===== src/rtl/fetch_stage.sv =====
// fetch_stage: PC owner, boot-vector load, two-word immediate fetch, stall and redirect into IF/ID
module fetch_stage #(
  parameter int PC_WIDTH = 32,
  parameter int INST_WIDTH = 32,
  parameter logic [PC_WIDTH-1:0] BOOT_ADDR = '0,
  parameter int IMM_FLAG_BIT = 26
) (
  input  logic                  clk,
  input  logic                  rst,
  output logic [PC_WIDTH-1:0]   pc_address,
  input  logic [INST_WIDTH-1:0] instruction,
  input  logic                  stall,
  input  logic                  redirect_en,
  input  logic [PC_WIDTH-1:0]   redirect_pc,
  output logic [INST_WIDTH-1:0] ifid_instruction,
  output logic [INST_WIDTH-1:0] ifid_immediate,
  output logic [PC_WIDTH-1:0]   ifid_pc,
  output logic                  ifid_valid,
  output logic                  boot_done
);
  typedef enum logic [1:0] {BOOT, FETCH, IMM} state_t;
  state_t state, state_nx;
  logic [PC_WIDTH-1:0] pc, pc_nx, hold_pc, hold_pc_nx, ifid_pc_nx;
  logic [INST_WIDTH-1:0] hold_reg, hold_reg_nx, ifid_instruction_nx, ifid_immediate_nx;
  logic ifid_valid_nx, boot_done_nx, flag;
  assign pc_address = state == BOOT ? BOOT_ADDR : pc;
  assign flag = instruction[IMM_FLAG_BIT];
  always_comb begin
    state_nx = state;
    pc_nx = pc;
    hold_reg_nx = hold_reg;
    hold_pc_nx = hold_pc;
    ifid_instruction_nx = ifid_instruction;
    ifid_immediate_nx = ifid_immediate;
    ifid_pc_nx = ifid_pc;
    ifid_valid_nx = ifid_valid;
    boot_done_nx = boot_done;
    if (state == BOOT) begin
      pc_nx = PC_WIDTH'(instruction);
      boot_done_nx = 1'b1;
      ifid_valid_nx = 1'b0;
      state_nx = FETCH;
    end else if (redirect_en) begin
      // redirect wins over stall; a half-fetched two-word instruction is dropped
      pc_nx = redirect_pc;
      hold_reg_nx = '0;
      ifid_valid_nx = 1'b0;
      state_nx = FETCH;
    end else if (!stall) begin
      pc_nx = pc + 1'b1;
      if (state == IMM) begin
        ifid_instruction_nx = hold_reg;
        ifid_immediate_nx = instruction;
        ifid_pc_nx = hold_pc;
        ifid_valid_nx = 1'b1;
        state_nx = FETCH;
      end else if (flag) begin
        hold_reg_nx = instruction;
        hold_pc_nx = pc;
        ifid_valid_nx = 1'b0;
        state_nx = IMM;
      end else begin
        ifid_instruction_nx = instruction;
        ifid_immediate_nx = '0;
        ifid_pc_nx = pc;
        ifid_valid_nx = 1'b1;
      end
    end
  end
  always_ff @(posedge clk) begin
    if (rst) begin
      state <= BOOT;
      pc <= '0;
      hold_reg <= '0;
      hold_pc <= '0;
      ifid_instruction <= '0;
      ifid_immediate <= '0;
      ifid_pc <= '0;
      ifid_valid <= 1'b0;
      boot_done <= 1'b0;
    end else begin
      state <= state_nx;
      pc <= pc_nx;
      hold_reg <= hold_reg_nx;
      hold_pc <= hold_pc_nx;
      ifid_instruction <= ifid_instruction_nx;
      ifid_immediate <= ifid_immediate_nx;
      ifid_pc <= ifid_pc_nx;
      ifid_valid <= ifid_valid_nx;
      boot_done <= boot_done_nx;
    end
  end
endmodule


===== config.mk =====
export PLATFORM = sky130hd
export DESIGN_NAME = fetch_stage
export DESIGN_NICKNAME = d
export VERILOG_FILES = /design/src/rtl/fetch_stage.sv
export SDC_FILE = /design/constraint.sdc
export NUM_CORES = 1
export LEC_CHECK = 0
export BUFFER_PORTS_ARGS = -buffer_cell sky130_fd_sc_hd__buf_2
export CORE_ASPECT_RATIO = 1.1
export CORE_MARGIN = 2
export CORE_UTILIZATION = 23
export CTS_CLUSTER_SIZE = 25
export DETAILED_ROUTE_END_ITERATION = 8
export PLACE_DENSITY_LB_ADDON = 0.15
export SLEW_MARGIN = 20
export SYNTH_ARGS = -nofsm -noshare
export SYNTH_HDL_FRONTEND = slang
export SYNTH_SLANG_ARGS = --single-unit

===== constraint.sdc =====
create_clock -name clk -period 2.5 [get_ports clk]
set_input_delay 0.625 -clock clk [delete_from_list [all_inputs] [get_ports clk]]
set_output_delay 0.625 -clock clk [all_outputs]
set_load 0.02 [all_outputs]

Word-level counts from Yosys, hierarchy flattened
Cells that the tools add are included.

storage, ports and cells
  output and inout port bits = 130
  bits in registers = 196
  input port bits = 68

operators by class
  reduce and logical (&&, ||, !) cells = 10
  bitwise gates (word level) = 4
  mux-type cells = 21
  $add $sub $neg = 1
  eq/ne operators = 5

operator list
  operator                                        count
  two-way mux 32 bit                              14
  adder 32 x 1 -> 32 bit (second input constant)  1
  AND reduction 4 bit                             2
  two-way mux 1 bit                               5
  AND reduction 5 bit                             1
  two-way mux 2 bit                               2
  != test 2 x 1 -> 1 bit (second input constant)  2
  inverter 1 bit                                  4
  AND reduction 2 bit                             2
  nonzero test 2 bit                              2
  nonzero test 4 bit                              1
  != test 3 x 1 -> 1 bit (second input constant)  1
  OR reduction 3 bit                              1
  == test 2 bit (second input constant)           1
  zero test 2 bit                                 1
  != test 2 bit (second input constant)           1

Longest topological paths before layout
  depth after elaboration = 5
  depth in mapped cells = 9

Worst setup path before layout
Ideal clock, no wire load.

  kind = register to output
  start point = register state[0]
  end point = output port pc_address[24]
  buffers on the path = 4
  slack = 0.153 ns
  cell stages (with the launch flop) = 7
  arrival time = 1.722 ns
  path through = dfxtp_1 clkbuf_1 or2_2 clkbuf_1 clkbuf_1 clkbuf_1 and2_1

between the ends
  word-level cells in the longest chain between the ends = 2

ends and longest elaborated chain
  what                      line  text
  start: declaration        22    state_t state, state_nx;
  start signal: assignment  82    state <= state_nx;
  zero test 2 bit           26    assign pc_address = state == BOOT ? BOOT_ADDR : pc;
  two-way mux 32 bit        26
  end: declaration          10    output logic [PC_WIDTH-1:0] pc_address,

No other way between the ends.

Worst setup path after layout
  start point = register state[0]
  end point = output port pc_address[3]

Same word-level chain as after synthesis.

==> impl_metrics.ini <==
[status]
outcome = completed

[power]
clkPwrFrac = 0.390
leakage_nw = 4.277
ir_worst_vdd_mv = 0.4774
p_sw_frac = 0.2899
comb_power_share = 0.140
seqPwrFrac = 0.470
power.density_mw_per_mm2 = 638.2
internal_power_w = 0.004998
netSwitchingPower_w = 0.002041

[global_routing]
antenna_found_initial = 5
grt_pass1_vias = 8314
grt_pass1_wl_um = 53340
grt_max_degree = 84
grt_usage = 0.1774
overflow = 0

[synthesis]
synth_area_leaders = dfxtp_1 45%, nand2_1 11%, a311oi_1 6.5%
synth_area_leader_cell = dfxtp_1
yosysSeqAreaShare = 0.4488
synth_top_area_share = 0.4488
synth_area_mm2 = 0.008743
synth_flop_cell = dfxtp_1
synth_edf_count = 0
syn_avg_cell_area_um2 = 7.807
synthCells = 1120
ys_warn_count = 0
async_flop_share = 0
synth.distinct_cells = 64
ys_ff_latch = 196
synth_nets = 1189

[finish]
finish.instance_area_mm2 = 0.01103
seq_area_mm2 = 0.003924
fin_util = 0.2956
instances_no_fill = 1787
drive_above_1_share = 0.2423
multi_input_area_mm2 = 0.004358
synthToLayoutAreaGrowth_pct = 26.14
final_nets = 1348
fillers = 4125

[clock_tree]
root_buffer = clkbuf_16
clk_pin_slew_ns = 0.08
clk_latency_ns = 0.45
clk_path_buf_depth = 2
hold_buffers = 0
clock_sinks = 196
postCtsSetupBuffers = 0
cts_tree = done
cts.repair.resized = 1
htree_levels = 4
tritoncts.num_buffers = 17

[detailed_routing]
vias = 8597
wirelength_um = 35120
drc_errors = 0
drt_iter0_markers = 532
first_pass_iters = 5
antenna_left = 0
vias_per_cell = 4.811
wl_per_cell_um = 19.65

[floorplan]
rows = 74
die_y_um = 208.5
ios = 198
initial_core_util = 0.2343
core_region_area_mm2 = 0.03731
die-area_mm2 = 0.03959
die_w_um = 189.9

[sta]
setup_viol = 0
finalWorstSetupSlack_ns = 0.06583
min_period_ns = 2.434
post-route-period-util = 0.9737
rsz0062_at_grt = false
fin_skew_ns = 0.007277
slew_violations = 0
relSlewSlack = 0.5408
final_hold_viol_count = 0
setup_tns_ns = 0
clock.fmax_mhz = 410.8
worst_pin_slew_ns = 0.6887

[worst_setup_path]
critPathMaxStageDelay_ns = 0.40
crit_chain = or2_2 > buf_4 > and2_1 > buf_2
crit_arrival_ns = 1.81
path_delay_family = simple AND/OR/NAND/NOR gates
cp-end-kind = output pin
critPathMaxFanout = 19
critPathBufInv = 2
critPathKind = reg2out
worst_setup_path_start_kind = flop
crit_slowest_cell = dfxtp_1
crit_required_ns = 1.88

[placed_design]
dp_cells = 1754
place_congestion = 0.8182
io_buffer_count = 197
place_ws_ns = 0.2514
postPlaceCellArea_mm2 = 0.01046
place_hpwl_um = 24720

[hold_path]
hold_class = in2reg

[job]
cap_viol_max_count = 0
==> power groups by stage <==
stage	logic [W]	registers (W)	clock network (W)
finish	0.000986	0.00331	0.00275
global route	0.00108	0.00332	0.00296
CTS	0.00100	0.00331	0.00286
detailed placement	0.00100	0.00338	0
global placement	0.00100	0.00338	0
floorplan	0.000509	0.00341	0
==> layer usage <==
metal	vias up	wire length (µm)	track usage
met5	-	101	0.008685
met4	10	525	0.04945
met3	36	2072	0.04082
met2	223	16340	0.2789
met1	4091	16080	0.2416
li1	4237	-	-
==> per-stage QoR <==
step	hold slack, ns	power [W]
2_1_floorplan	0.4366	0.003917
3_3_place_gp	0.4357	0.004380
3_5_place_dp	0.4414	0.004382
4_1_cts	0.4230	0.007175
5_1_grt	0.4474	0.007368
6_report	0.4426	0.007039
==> cell families after synthesis <==
logic type,after synthesis,share of synthesized area
flip-flops,196,0.4488
AND/OR/NAND/NOR,511,0.2600
adder cells (fa/ha/maj),1,0.001431
buffers and inverters,122,0.05567
AO/OA/AOI/OAI,270,0.2135
multiplexers,4,0.004579
XOR/XNOR,16,0.01603
==> synth_stat cells (4+ instances only) <==
| cell type | count |
|---|---|
| a211oi_1 | 8 |
| a21oi_1 | 85 |
| a22oi_1 | 41 |
| a311oi_1 | 65 |
| a31o_2 | 4 |
| a31oi_1 | 5 |
| and2_1 | 25 |
| buf_1 | 10 |
| buf_2 | 16 |
| clkbuf_1 | 86 |
| dfxtp_1 | 196 |
| inv_1 | 8 |
| mux2i_1 | 4 |
| nand2_1 | 249 |
| nand3_1 | 35 |
| nand4_1 | 10 |
| nor2_1 | 134 |
| nor2b_1 | 4 |
| nor3_1 | 14 |
| nor4_1 | 6 |
| o211ai_1 | 4 |
| o21a_1 | 4 |
| o21ai_0 | 21 |
| o221ai_1 | 8 |
| o22ai_1 | 6 |
| o31ai_1 | 6 |
| xnor2_1 | 6 |
| xor2_1 | 10 |
==> path summary, 6_finish.rpt <==
| kind | slack (ns) | endpoint | depth (start not counted) | startpoint |
|---|---|---|---|---|
| min reg2reg | 0.45 | ifid_immediate[24] | 2 | ifid_immediate[24] |
| max | 0.07 | pc_address[3] | 4 | state[0] |
| min | 0.44 | pc[0] | 3 | redirect_pc[0] |
| max reg2reg | 0.23 | pc[22] | 6 | pc[0] |
==> placed cells by master, fill, tap and decap left out, types with 5 or more instances in the layout <==
master,count
buf_12,9
nor4_1,6
and2_1,25
o22ai_1,6
clkbuf_16,17
buf_2,196
buf_4,48
inv_1,8
nor3_1,14
a31oi_1,5
nand4_1,10
o31ai_1,6
xor2_1,10
o21ai_0,21
nand3_1,35
dfxtp_1,196
o221ai_1,8
a311oi_1,65
nor2_1,133
nand2_1,249
a22oi_1,41
xnor2_1,6
a211oi_1,8
a21oi_1,85
==> layout make-up <==
class / instances / share of cell area
Multi-Input combinational cell: 802 / 0.3951
Sequential cell: 196 / 0.3558
Timing Repair Buffer: 254 / 0.1390
Tap cell: 494 / 0.05604
Clock buffer: 21 / 0.04175
Clock inverter: 11 / 0.009416
Inverter: 8 / 0.002723
Antenna cell: 1 / 0.0002269
==> worst reg2reg max path, cell delays in order, from the launching register on <==
cell and delay, ns:
dfxtp_1 0.34, ha_1 0.23, nand4_1 0.23, or4_2 0.68, nor4_1 0.37, nor3_1 0.08
o221a_2 0.23
Note: power is estimated with default switching activity, not from simulation.
